[src/rtl/arch_defs_pkg.sv]
// -----------------------------------------------------------------------------
// arch_defs_pkg
// Shared architectural definitions for the CPU flag logic.
//   - DATA_WIDTH   : width of the CPU data path (packed flags, restore data)
//   - FLAG_*_BIT   : bit positions of Z, C, N inside a packed flag word
//   - flag_op_t    : flag-unit command issued by the control unit each cycle
//   - cond_t       : jump-condition selector
//   - pack_flags() : builds a packed {N, C, Z} flag word
//   - eval_cond()  : evaluates a jump condition against a packed flag word
// -----------------------------------------------------------------------------
package arch_defs_pkg;

    localparam int DATA_WIDTH = 8;

    localparam int FLAG_Z_BIT = 0;
    localparam int FLAG_C_BIT = 1;
    localparam int FLAG_N_BIT = 2;
    localparam int FLAG_WIDTH = 3;

    typedef enum logic [2:0] {
        FLAG_NOP     = 3'd0,
        FLAG_LOAD    = 3'd1,
        FLAG_SEC     = 3'd2,
        FLAG_CLC     = 3'd3,
        FLAG_CMC     = 3'd4,
        FLAG_RESTORE = 3'd5,
        FLAG_PUSH    = 3'd6,
        FLAG_POP     = 3'd7
    } flag_op_t;

    // C=1 after SUB/CMP means "no borrow", so COND_NC is the unsigned A < B test.
    typedef enum logic [2:0] {
        COND_ALWAYS = 3'd0,
        COND_Z      = 3'd1,
        COND_NZ     = 3'd2,
        COND_C      = 3'd3,
        COND_NC     = 3'd4,
        COND_N      = 3'd5,
        COND_P      = 3'd6,
        COND_NEVER  = 3'd7
    } cond_t;

    function automatic logic [FLAG_WIDTH-1:0] pack_flags(
        input logic z,
        input logic c,
        input logic n
    );
        logic [FLAG_WIDTH-1:0] f;
        f             = '0;
        f[FLAG_Z_BIT] = z;
        f[FLAG_C_BIT] = c;
        f[FLAG_N_BIT] = n;
        return f;
    endfunction

    function automatic logic eval_cond(
        input cond_t                 sel,
        input logic [FLAG_WIDTH-1:0] f
    );
        logic r;
        case (sel)
            COND_ALWAYS: r = 1'b1;
            COND_Z:      r = f[FLAG_Z_BIT];
            COND_NZ:     r = ~f[FLAG_Z_BIT];
            COND_C:      r = f[FLAG_C_BIT];
            COND_NC:     r = ~f[FLAG_C_BIT];
            COND_N:      r = f[FLAG_N_BIT];
            COND_P:      r = ~f[FLAG_N_BIT];
            COND_NEVER:  r = 1'b0;
            default:     r = 1'b0;
        endcase
        return r;
    endfunction

endpackage : arch_defs_pkg

[src/rtl/flag_stack.sv]
// -----------------------------------------------------------------------------
// flag_stack
// Small LIFO of saved flag words used on CALL / interrupt entry and exit.
// The stack pointer counts 0..DEPTH and never wraps; an overflowing push or an
// underflowing pop is dropped and latches a sticky error until reset.
// Ports:
//   clk      : clock, rising edge
//   rst_n    : asynchronous active-low reset (clears pointer and error)
//   i_push   : store i_data on top of stack
//   i_pop    : remove the top entry (its value is presented on o_top)
//   i_data   : flag word to push
//   o_top    : current top entry (valid when o_empty is 0)
//   o_full   : pointer equals DEPTH
//   o_empty  : pointer equals 0
//   o_error  : sticky overflow/underflow indication
// -----------------------------------------------------------------------------
module flag_stack
    import arch_defs_pkg::*;
#(
    parameter int DEPTH = 4,
    parameter int WIDTH = FLAG_WIDTH
) (
    input  logic             clk,
    input  logic             rst_n,
    input  logic             i_push,
    input  logic             i_pop,
    input  logic [WIDTH-1:0] i_data,
    output logic [WIDTH-1:0] o_top,
    output logic             o_full,
    output logic             o_empty,
    output logic             o_error
);

    localparam int IDX_W = $clog2(DEPTH);
    localparam int PTR_W = IDX_W + 1;

    logic [WIDTH-1:0] r_mem [DEPTH];
    logic [PTR_W-1:0] r_sp;
    logic             r_error;

    logic [PTR_W-1:0] w_sp_m1;
    logic [IDX_W-1:0] w_wr_idx;
    logic [IDX_W-1:0] w_rd_idx;
    logic             w_full;
    logic             w_empty;
    logic             w_do_push;
    logic             w_do_pop;

    assign w_full    = (r_sp == PTR_W'(DEPTH));
    assign w_empty   = (r_sp == {PTR_W{1'b0}});
    assign w_sp_m1   = r_sp - {{(PTR_W-1){1'b0}}, 1'b1};
    assign w_wr_idx  = r_sp[IDX_W-1:0];
    assign w_rd_idx  = w_sp_m1[IDX_W-1:0];
    assign w_do_push = i_push & ~w_full;
    assign w_do_pop  = i_pop & ~w_empty;

    // Storage array: cleared on reset, written only by an accepted push.
    always_ff @(posedge clk or negedge rst_n) begin
        if (!rst_n) begin
            for (int i = 0; i < DEPTH; i++) begin
                r_mem[i] <= '0;
            end
        end else if (w_do_push) begin
            r_mem[w_wr_idx] <= i_data;
        end
    end

    // Stack pointer: saturates at 0 and DEPTH instead of wrapping.
    always_ff @(posedge clk or negedge rst_n) begin
        if (!rst_n) begin
            r_sp <= {PTR_W{1'b0}};
        end else if (w_do_push) begin
            r_sp <= r_sp + {{(PTR_W-1){1'b0}}, 1'b1};
        end else if (w_do_pop) begin
            r_sp <= w_sp_m1;
        end
    end

    // Sticky error: set by a rejected push or pop, cleared only by reset.
    always_ff @(posedge clk or negedge rst_n) begin
        if (!rst_n) begin
            r_error <= 1'b0;
        end else if ((i_push & w_full) | (i_pop & w_empty)) begin
            r_error <= 1'b1;
        end
    end

    assign o_top   = r_mem[w_rd_idx];
    assign o_full  = w_full;
    assign o_empty = w_empty;
    assign o_error = r_error;

endmodule : flag_stack

[src/rtl/flag_unit.sv]
// -----------------------------------------------------------------------------
// flag_unit
// CPU status-flag register (Zero, Carry, Negative) with jump-condition
// evaluation and an optional LIFO of saved flag states.
// Build option: define FLAG_STACK_EN to include the flag stack; without it
// FLAG_PUSH/FLAG_POP act as FLAG_NOP and the stack status is tied off
// (stack_full=0, stack_empty=1, stack_error=0) with no storage.
// Ports:
//   clk, reset            : clock and asynchronous active-low reset
//   alu_zero/carry/negative : combinational ALU flags for the current op
//   flag_op               : flag_op_t command for this cycle
//   data_in               : packed flags for FLAG_RESTORE (bit0 Z, bit1 C, bit2 N)
//   cond_sel              : cond_t jump-condition selector
//   zero/carry/negative_flag : registered flags (carry_flag feeds ALU carry-in)
//   flags_packed          : {zeros, N, C, Z}
//   cond_true             : cond_sel evaluated against the registered flags
//   stack_full/empty/error : flag-stack status
// -----------------------------------------------------------------------------
module flag_unit
    import arch_defs_pkg::*;
#(
    parameter int STACK_DEPTH = 4
) (
    input  logic                  clk,
    input  logic                  reset,
    input  logic                  alu_zero,
    input  logic                  alu_carry,
    input  logic                  alu_negative,
    input  logic [2:0]            flag_op,
    input  logic [DATA_WIDTH-1:0] data_in,
    input  logic [2:0]            cond_sel,
    output logic                  zero_flag,
    output logic                  carry_flag,
    output logic                  negative_flag,
    output logic [DATA_WIDTH-1:0] flags_packed,
    output logic                  cond_true,
    output logic                  stack_full,
    output logic                  stack_empty,
    output logic                  stack_error
);

    flag_op_t              w_op;
    logic [FLAG_WIDTH-1:0] r_flags;
    logic [FLAG_WIDTH-1:0] w_flags_nxt;
    logic                  w_push;
    logic                  w_pop;
    logic [FLAG_WIDTH-1:0] w_stack_top;
    logic                  w_stack_full;
    logic                  w_stack_empty;
    logic                  w_stack_error;

    assign w_op   = flag_op_t'(flag_op);
    assign w_push = (w_op == FLAG_PUSH);
    assign w_pop  = (w_op == FLAG_POP);

`ifdef FLAG_STACK_EN
    // Push stores the flags as they were before the edge (r_flags).
    flag_stack #(
        .DEPTH (STACK_DEPTH),
        .WIDTH (FLAG_WIDTH)
    ) u_flag_stack (
        .clk     (clk),
        .rst_n   (reset),
        .i_push  (w_push),
        .i_pop   (w_pop),
        .i_data  (r_flags),
        .o_top   (w_stack_top),
        .o_full  (w_stack_full),
        .o_empty (w_stack_empty),
        .o_error (w_stack_error)
    );
`else
    // No stack: an always-empty status makes FLAG_POP hold the flags.
    assign w_stack_top   = '0;
    assign w_stack_full  = 1'b0;
    assign w_stack_empty = 1'b1;
    assign w_stack_error = 1'b0;

    logic w_unused_stack;
    assign w_unused_stack = ^{w_push, w_pop, STACK_DEPTH[0]};
`endif

    // Only the low flag bits of data_in are meaningful for FLAG_RESTORE.
    logic w_unused_data;
    assign w_unused_data = ^data_in[DATA_WIDTH-1:FLAG_WIDTH];

    // Next-state flag decode, one command per cycle.
    always_comb begin
        w_flags_nxt = r_flags;
        case (w_op)
            FLAG_NOP:     w_flags_nxt = r_flags;
            FLAG_LOAD:    w_flags_nxt = pack_flags(alu_zero, alu_carry, alu_negative);
            FLAG_SEC:     w_flags_nxt[FLAG_C_BIT] = 1'b1;
            FLAG_CLC:     w_flags_nxt[FLAG_C_BIT] = 1'b0;
            FLAG_CMC:     w_flags_nxt[FLAG_C_BIT] = ~r_flags[FLAG_C_BIT];
            FLAG_RESTORE: w_flags_nxt = data_in[FLAG_WIDTH-1:0];
            FLAG_PUSH:    w_flags_nxt = r_flags;
            FLAG_POP: begin
                // Underflowing pop leaves the flags untouched.
                if (!w_stack_empty) begin
                    w_flags_nxt = w_stack_top;
                end else begin
                    w_flags_nxt = r_flags;
                end
            end
            default:      w_flags_nxt = r_flags;
        endcase
    end

    // Flag register: reset discards any pending command.
    always_ff @(posedge clk or negedge reset) begin
        if (!reset) begin
            r_flags <= {FLAG_WIDTH{1'b0}};
        end else begin
            r_flags <= w_flags_nxt;
        end
    end

    assign zero_flag     = r_flags[FLAG_Z_BIT];
    assign carry_flag    = r_flags[FLAG_C_BIT];
    assign negative_flag = r_flags[FLAG_N_BIT];
    assign flags_packed  = {{(DATA_WIDTH-FLAG_WIDTH){1'b0}}, r_flags};
    assign cond_true     = eval_cond(cond_t'(cond_sel), r_flags);
    assign stack_full    = w_stack_full;
    assign stack_empty   = w_stack_empty;
    assign stack_error   = w_stack_error;

endmodule : flag_unit

[config.mk]
export PLATFORM = sky130hd
export DESIGN_NAME = flag_unit
export DESIGN_NICKNAME = d
export VERILOG_FILES = /design/src/rtl/arch_defs_pkg.sv /design/src/rtl/flag_stack.sv /design/src/rtl/flag_unit.sv
export SDC_FILE = /design/constraint.sdc
export NUM_CORES = 1
export LEC_CHECK = 0
export BUFFER_PORTS_ARGS = -buffer_cell sky130_fd_sc_hd__buf_2
export CORE_AREA = 4 4 41 43
export CTS_CLUSTER_SIZE = 10
export DETAILED_ROUTE_END_ITERATION = 10
export DIE_AREA = 0 0 45 47
export GPL_ROUTABILITY_DRIVEN = 0
export PLACE_DENSITY = 0.58
export SLEW_MARGIN = 20
export SYNTH_ARGS = -nofsm -noshare
export SYNTH_HDL_FRONTEND = slang
export SYNTH_SLANG_ARGS = --single-unit
[constraint.sdc]
create_clock -name clk -period 3 [get_ports clk]
set_clock_uncertainty 0.2 [all_clocks]
set_input_delay 0.6 -clock clk [delete_from_list [all_inputs] [get_ports clk]]
set_output_delay 0.6 -clock clk [all_outputs]
set_load 0.02 [all_outputs]
==> flow_summary.json, run 1 <==
{
  "coreArea_um2": 1300,
  "drive_gt1_share_pct": 41.7,
  "insertion_delay_ns": 0.23,
  "num-nets-final": 80,
  "min_from": "r_flags[0]",
  "ys_top_cells_by_area": "buf_4 (25%), dfrtp_1 (22%), mux2i_1 (6.0%)",
  "io_pins": 34,
  "yosys_warnings": 0,
  "ir_drop_v": 0.000160,
  "netlist_instances": 41,
  "htreeDepth": 1,
  "max_cap_violations": 0,
  "die_y_um": 47,
  "dieWidth_um": 45,
  "synth.cell_area_um2": 335,
  "grt_usage_pct": 7.76,
  "drv_slew": 0,
  "r2r-start": "r_flags[1]",
  "dr.pass1.iters": 1,
  "reg.largest.list": "r_flags x3",
  "viasPerCell": 4.15,
  "grt_pass1_vias": 264,
  "postCtsHoldBufs": 1,
  "port_buffers": 20,
  "synth_top_cell_by_area": "buf_4",
  "synth_edf_count": 0,
  "clockBufferDepth": 2,
  "synth_seq_cells": 3,
  "whs_ns": 0.335,
  "die_area_um2": 2120,
  "drt_first_iter_violations": 0,
  "crit_start": "cond_sel[2]",
  "hold_viol": 0,
  "crit_fanout": 4,
  "critPathRequiredTime_ns": 2.20,
  "cts-resized-gates": 0,
  "setup-violations-final": 0,
  "powerDensity_nw_per_um2": 472,
  "tns_ns": 0,
  "synth_top_area_share_pct": 24.6,
  "wl_um": 681,
  "cts_setup_buffers": 0,
  "num_antenna_cells": 0,
  "antenna_found_initial": 0,
  "cts_buffers": 3,
  "cts.sinks": 3,
  "cts_tree": "built",
  "grt_pass1_wl_mm": 1.04,
  "ant_nets": 0,
  "largest_register": "r_flags",
  "rsz0062_at_grt": "no",
  "fin_crit_sh_pct": 70.9,
  "via_count": 311,
  "crit_arrival_ns": 1.33,
  "clock-root-buffer": "clkbuf_4",
  "period_minus_slack_ns": 2.13,
  "start_util_pct": 25.8,
  "area_growth_pct": 25.0,
  "hold_path_class": "reg2reg",
  "grt_max_degree": 8,
  "rows": 13,
  "max_freq_mhz": 470,
  "synth_area_per_cell_um2": 8.18,
  "p_leak_nw": 0.231,
  "endpoint_kind": "output port",
  "route.detailed.drc": 0,
  "async_flop_share_pct": 100,
  "synth.distinct_cells": 20,
  "status": "complete, no violations",
  "grt_overflow_total": 0,
  "worst-setup-path-type": "in2out",
  "clk_pin_slew_ns": 0.04,
  "setup.worst_path.start_class": "input port",
  "largest_reg_flops": 3,
  "ys.flop_type": "dfrtp_1",
  "synth_seq_area_share_pct": 22.4,
  "wl_per_cell_um": 9.08
}
==> synth_stat cells, types with 2 or more instances <==
cell type and number:
buf_4 11, nor2_1 4, dfrtp_1 3, o21ai_0 3
a31oi_1 2, conb_1 2, mux2i_1 2, nand2_1 2
==> per-stage QoR <==
stage	std cells	util, %	area [µm²]	setup WS (ns)	power [W]
after floorplan	47	-	358	1.08	0.000116
after global placement	70	29.4	383	0.875	0.000126
after detailed placement	70	29.4	383	0.867	0.000127
after CTS	75	32.2	419	0.861	0.000203
after global routing	75	32.2	419	0.787	0.000217
final	75	32.2	419	0.872	0.000198
==> final cells by class <==
type | instances | area, µm²
fill | 149 | 882
multi-input combinational | 32 | 189
timing repair buffer | 21 | 110
sequential | 3 | 75.1
clock buffer | 4 | 26.3
tap | 15 | 18.8
==> kinds of logic after synthesis <==
family | synth area share (%)
AOI/OAI and AO/OA | 17.9
xor gates and xnor gates | 2.61
buffers and inverters | 28.0
DFF | 22.4
muxes | 5.97
other | 2.24
and+or+nand+nor | 20.9
==> metal layers <==
layer / part of all wire (%) / wire [µm] / vias up / GRT usage (%)
li1: - / - / 159 / -
met1: 40 / 270 / 120 / 8.92
met2: 36 / 244 / 28 / 9.04
met3: 19 / 126 / 4 / 2.30
met4: 5.7 / 39 / 0 / 12.3
met5: 0 / 0 / - / 0
==> path summary, 6_finish.rpt <==
| check | to | depth (start not counted) | slack [ns] |
|---|---|---|---|
| max | cond_true | 5 | 0.87 |
| min | r_flags[0] | 2 | 0.34 |
| max reg2reg | r_flags[1] | 3 | 1.83 |
| min reg2reg | r_flags[0] | 2 | 0.34 |
| max in group asynchronous | r_flags[2] | 2 | 1.99 |
| min in group asynchronous | r_flags[0] | 2 | 0.51 |
==> critical path, stage by stage <==
cell and delay, ns:
buf_2 0.12, and4b_1 0.19, a31oi_1 0.15, o211ai_1 0.10
buf_2 0.17
==> report_power, final <==
| part | leakage [nW] | switching, W | internal, W | total (W) |
|---|---|---|---|---|
| registers | 0.0365 | 0.00000706 | 0.0000463 | 0.0000533 |
| clock network | 0.0150 | 0.0000209 | 0.0000498 | 0.0000707 |
| logic | 0.180 | 0.0000458 | 0.0000278 | 0.0000736 |
==> cell usage in the layout, fill, tap and decap left out <==
cell | Yosys | routed
o21bai_1 | 1 | 1
o211ai_1 | 1 | 1
a21oi_1 | 1 | 1
o21ai_0 | 3 | 3
nor2_1 | 4 | 4
nor2b_1 | 1 | 1
clkbuf_4 | 0 | 3
conb_1 | 2 | 8
clkbuf_1 | 0 | 1
mux2i_1 | 2 | 2
nand2b_4 | 1 | 1
a31oi_1 | 2 | 2
nand2_1 | 2 | 2
and4b_1 | 1 | 1
dlygate4sd3_1 | 0 | 1
dfrtp_1 | 3 | 3
nand2b_1 | 1 | 1
buf_2 | 0 | 20
nor3_1 | 1 | 1
and3_1 | 1 | 1
xor2_1 | 1 | 1
a211oi_2 | 1 | 1
No activity file was read; power rests on OpenSTA's default activity.
==> inputs of run 2 (changes only) <==
==> constraint.sdc (replaced) <==
create_clock -name clk -period 2.1 [get_ports clk]
set_clock_uncertainty 0.2 [all_clocks]
set_input_delay 0.42 -clock clk [delete_from_list [all_inputs] [get_ports clk]]
set_output_delay 0.42 -clock clk [all_outputs]
set_load 0.02 [all_outputs]
==> run 2 against run 1 <==
Critical endpoint unchanged. Power rose by 43%. Sequential share of layout area stayed put. Worst setup slack got worse by 0.64 ns. Critical path depth is 1 lower. Core utilization unchanged. Non-clock buffer count is the same. Wire length fell by 3.5%. Die area unchanged. Sequential power grew 44%.
==> flow_summary.json, run 2 (synthesis gave the netlist of run 1 again) <==
{
  "htreeDepth": 1,
  "cp_cell_sequence": "and4b_1, a31oi_1, o211ai_1, buf_2",
  "finalInstanceArea_um2": 419,
  "worst-setup-path-type": "reg2out",
  "cts_buffers": 3,
  "clockBufferDepth": 2,
  "max_cap_violations": 0,
  "insertion_delay_ns": 0.23,
  "p_leak_nw": 0.231,
  "seqCellArea_um2": 75.1,
  "p_clk_share_pct": 35.7,
  "multi_input_area_um2": 189,
  "max_freq_mhz": 535,
  "setup-violations-final": 0,
  "setup.worst_path.start_class": "register",
  "grt_pass1_wl_um": 945,
  "placed_area_um2": 383,
  "status": "complete, no violations",
  "rows": 13,
  "tns_ns": 0,
  "clock-root-buffer": "clkbuf_4",
  "reg.largest.list": "r_flags x3",
  "cts_setup_buffers": 0,
  "dieWidth_um": 45,
  "grt_usage_pct": 6.89,
  "crit_arrival_ns": 1.25,
  "ir_drop_v": 0.000221,
  "coreArea_um2": 1300,
  "die_y_um": 47,
  "p_sw_share_pct": 37.4,
  "fin_crit_sh_pct": 89.0,
  "endpoint_kind": "output port",
  "port_buffers": 20,
  "crit_fanout": 5,
  "wl_per_cell_um": 8.76,
  "drive_gt1_share_pct": 41.7,
  "route.detailed.drc": 0,
  "drv_slew": 0,
  "num_antenna_cells": 0,
  "cts.sinks": 3,
  "viasPerCell": 4.08,
  "grt_overflow_total": 0,
  "start_util_pct": 25.8,
  "antenna_found_initial": 0,
  "holdPathStages": 2,
  "via_count": 306,
  "grt_max_degree": 8,
  "largest_register": "r_flags",
  "ff2ff_path_depth": 3,
  "switching_power_w": 0.000106,
  "io_pins": 34,
  "die_area_um2": 2120,
  "period_minus_slack_ns": 1.87,
  "grt_pass1_vias": 242,
  "critPathRequiredTime_ns": 1.48,
  "wl_um": 657,
  "num-nets-final": 80,
  "rsz0062_at_grt": "no",
  "cts_tree": "built",
  "drt_first_iter_violations": 2,
  "largest_reg_flops": 3,
  "final_common_cell": "buf_2",
  "slowest_stage": "dfrtp_1",
  "hold_path_class": "in2reg",
  "fill_cells": 143,
  "cp_slowest_stage_delay_ns": 0.40,
  "ant_nets": 0,
  "hold_viol": 0,
  "layout_common_cells": "buf_2 (20), conb_1 (8), nor2_1 (4)",
  "p_int_w": 0.000177,
  "comb_power_share_pct": 37.2,
  "area_growth_pct": 25.0,
  "p_seq_share_pct": 27.1,
  "dr.pass1.iters": 2,
  "powerDensity_nw_per_um2": 675,
  "clk_pin_slew_ns": 0.04
}
==> run 2: cell counts in the layout (fill, tap and decap cells not counted) <==
No cell type changed its count.
==> run 2: final timing paths <==
check | from | to | slack, ns
min | flag_op[1] | r_flags[1] | 0.20
min in group asynchronous | reset | r_flags[0] | 0.32
max in group asynchronous | reset | r_flags[1] | 1.28
max reg2reg | r_flags[1] | r_flags[1] | 0.93
min reg2reg | r_flags[2] | r_flags[2] | 0.34
max | r_flags[2] | cond_true | 0.23
==> run 2: critical path: cells and delay by family, from the launching register on <==
family          cells  cell delay [ns]
simple gates        1             0.20
buf+inv             1             0.17
compound gates      2             0.25
flops               1             0.40
==> run 2: area by class of cell <==
cell class              count  area share, %
clock buffers               4           6.27
flip-flops and latches      3           17.9
multi-input cells          32           45.1
well taps                  15           4.48
repair buffers             21           26.3
==> run 2: power groups by stage <==
stage	clock [W]	sequential, W	combinational (W)
floorplan	0	0.0000858	0.0000804
global placement	0	0.0000769	0.000103
detailed placement	0	0.0000775	0.000104
finish	0.000101	0.0000766	0.000105
global route	0.000115	0.0000784	0.000116
CTS	0.000107	0.0000768	0.000106
==> run 2: metrics by stage <==
stage / instances / worst slack (ns) / hold slack [ns] / util, % / power (W)
2_1_floorplan: 47 / 0.459 / -0.0756 / - / 0.000166
3_3_place_gp: 70 / 0.334 / 0.0158 / 29.4 / 0.000180
3_5_place_dp: 70 / 0.333 / 0.0169 / 29.4 / 0.000182
4_1_cts: 75 / 0.215 / 0.194 / 32.2 / 0.000290
5_1_grt: 75 / 0.124 / 0.214 / 32.2 / 0.000310
6_report: 75 / 0.231 / 0.203 / 32.2 / 0.000283
==> run 2: repair_timing <==
action                                 CTS  global route
hold buffers                             1             0
setup endpoints to repair                0             0
endpoints found under the hold margin    3             0
gates resized for setup                  0             0
==> run 2: layer usage <==
layer  track usage [%]  vias up  part of all wire, %
met1              8.24      122                   40
met5                 0        -                    0
li1                  -      160                    -
met2              8.47       24                   42
met4              10.5        0                    0
met3              1.15        0                   18
==> inputs of run 3 (changes only) <==
--- a/config.mk
+++ b/config.mk
@@ -6,12 +6,13 @@
 export NUM_CORES = 1
 export LEC_CHECK = 0
 export BUFFER_PORTS_ARGS = -buffer_cell sky130_fd_sc_hd__buf_2
+export CAP_MARGIN = 30
 export CORE_AREA = 4 4 41 43
 export CTS_CLUSTER_SIZE = 10
 export DETAILED_ROUTE_END_ITERATION = 10
 export DIE_AREA = 0 0 45 47
 export GPL_ROUTABILITY_DRIVEN = 0
-export PLACE_DENSITY = 0.58
+export PLACE_DENSITY = 0.65
 export SLEW_MARGIN = 20
 export SYNTH_ARGS = -nofsm -noshare
 export SYNTH_HDL_FRONTEND = slang
==> run 3 against run 2 <==
Non-clock buffer count did not move. Core utilization is the same. Global-route usage rose by 0.40 points. Die area unchanged. Via count unchanged. Sequential power up 0.8%. Critical endpoint unchanged. Hold slack better by 0.00058 ns.
==> flow_summary.json, run 3 (synthesis gave the netlist of run 1 again) <==
{
  "status": "complete, no violations",
  "clock-root-buffer": "clkbuf_4",
  "p_sw_share_pct": 37.3,
  "placed_area_um2": 383,
  "reg.largest.list": "r_flags x3",
  "largest_reg_flops": 3,
  "wl_met1_um": 280,
  "powerDensity_nw_per_um2": 674,
  "antenna_found_initial": 0,
  "hold_viol": 0,
  "highest_layer": "met3",
  "hold_path_class": "in2reg",
  "rows": 13,
  "slowest_stage": "dfrtp_1",
  "met3_length_um": 115,
  "drv_slew": 0,
  "p_leak_nw": 0.231,
  "dr.pass1.iters": 1,
  "die_area_um2": 2120,
  "grt_max_degree": 8,
  "route.detailed.drc": 0,
  "viasPerCell": 4.08,
  "clk_pin_slew_ns": 0.04,
  "drive_gt1_share_pct": 41.7,
  "critPathRequiredTime_ns": 1.48,
  "cts_buffers": 3,
  "rsz0062_at_grt": "no",
  "setup-violations-final": 0,
  "grt_overflow_total": 0,
  "via_count": 306,
  "setup.worst_path.start_class": "register",
  "grt_pass1_vias": 270,
  "fin_crit_sh_pct": 88.9,
  "period_minus_slack_ns": 1.87,
  "tns_ns": 0,
  "cp_cell_sequence": "and4b_1, a31oi_1, o211ai_1, buf_2",
  "hpwl_um": 560,
  "cts.sinks": 3,
  "drt_first_iter_violations": 0,
  "ir_drop_v": 0.000337,
  "crit_arrival_ns": 1.25,
  "num-nets-final": 80,
  "cts_setup_buffers": 0,
  "comb_power_share_pct": 37.2,
  "wl_met2_um": 280,
  "ant_nets": 0,
  "p_clk_share_pct": 35.5,
  "switching_power_w": 0.000105,
  "p_int_w": 0.000177,
  "post-route-util_pct": 32.2,
  "cts-resized-gates": 0,
  "layout_common_cells": "buf_2 (20), conb_1 (8), nor2_1 (4)",
  "area_growth_pct": 25.0,
  "grt_usage_pct": 7.29,
  "grt_pass1_wl_mm": 1.06,
  "crit_fanout": 5,
  "final_common_cell": "buf_2",
  "dieWidth_um": 45,
  "postCtsHoldBufs": 1,
  "start_util_pct": 25.8,
  "wl_per_cell_um": 9.03,
  "wl_um": 677,
  "max_freq_mhz": 536,
  "cp_slowest_stage_delay_ns": 0.41,
  "finalInstanceArea_um2": 419,
  "clockBufferDepth": 2,
  "max_cap_violations": 0,
  "insertion_delay_ns": 0.23,
  "port_buffers": 20,
  "htreeDepth": 1,
  "largest_register": "r_flags",
  "p_seq_share_pct": 27.3,
  "num_antenna_cells": 0,
  "io_pins": 34,
  "cts_tree": "built",
  "worst-setup-path-type": "reg2out",
  "die_y_um": 47,
  "coreArea_um2": 1300,
  "endpoint_kind": "output port"
}
## run 3: cell counts in the layout (fill, tap and decap cells not counted)
No cell type changed its count.
## run 3: path summary, 6_finish.rpt
path | startpoint | to | slack, ns | cells past startpoint
max reg2reg | r_flags[1] | r_flags[1] | 0.94 | 3
min | flag_op[1] | r_flags[1] | 0.20 | 2
min reg2reg | r_flags[2] | r_flags[2] | 0.35 | 2
max | r_flags[2] | cond_true | 0.23 | 4
min in group asynchronous | reset | r_flags[0] | 0.32 | 2
max in group asynchronous | reset | r_flags[1] | 1.27 | 2
## run 3: final cells by class
type,instances,area [µm²]
fill,148,882
clock buffer,4,26.3
tap,15,18.8
sequential,3,75.1
timing repair buffer,21,110
multi-input combinational,32,189
## run 3: power groups by stage
| stage | Sequential, W | Clock, W | Combinational [W] |
|---|---|---|---|
| 3_5_place_dp | 0.0000780 | 0 | 0.000104 |
| 6_report | 0.0000772 | 0.000100 | 0.000105 |
| 3_3_place_gp | 0.0000779 | 0 | 0.000104 |
| 5_1_grt | 0.0000800 | 0.000112 | 0.000116 |
| 2_1_floorplan | 0.0000858 | 0 | 0.0000804 |
| 4_1_cts | 0.0000774 | 0.000104 | 0.000106 |
## run 3: worst max-delay path, delay by kind of cell, from the launching register on
family | cells | cell delay [ns]
AOI/OAI and AO/OA | 2 | 0.24
buffers and inverters | 1 | 0.17
and+or+nand+nor | 1 | 0.20
DFF | 1 | 0.41
## run 3: routing by layer
| layer | GRT usage (%) | vias up |
|---|---|---|
| met5 | 0 | - |
| met4 | 3.51 | 0 |
| met3 | 4.60 | 0 |
| met2 | 9.89 | 23 |
| met1 | 8.94 | 122 |
| li1 | - | 161 |
## run 3: metrics by stage
stage,hold WS (ns),total power [W],instances,setup slack [ns]
global placement,0.0191,0.000181,70,0.345
global route,0.206,0.000308,75,0.122
floorplan,-0.0756,0.000166,47,0.459
CTS,0.198,0.000287,75,0.226
finish,0.203,0.000282,75,0.234
detailed placement,0.0179,0.000182,70,0.353
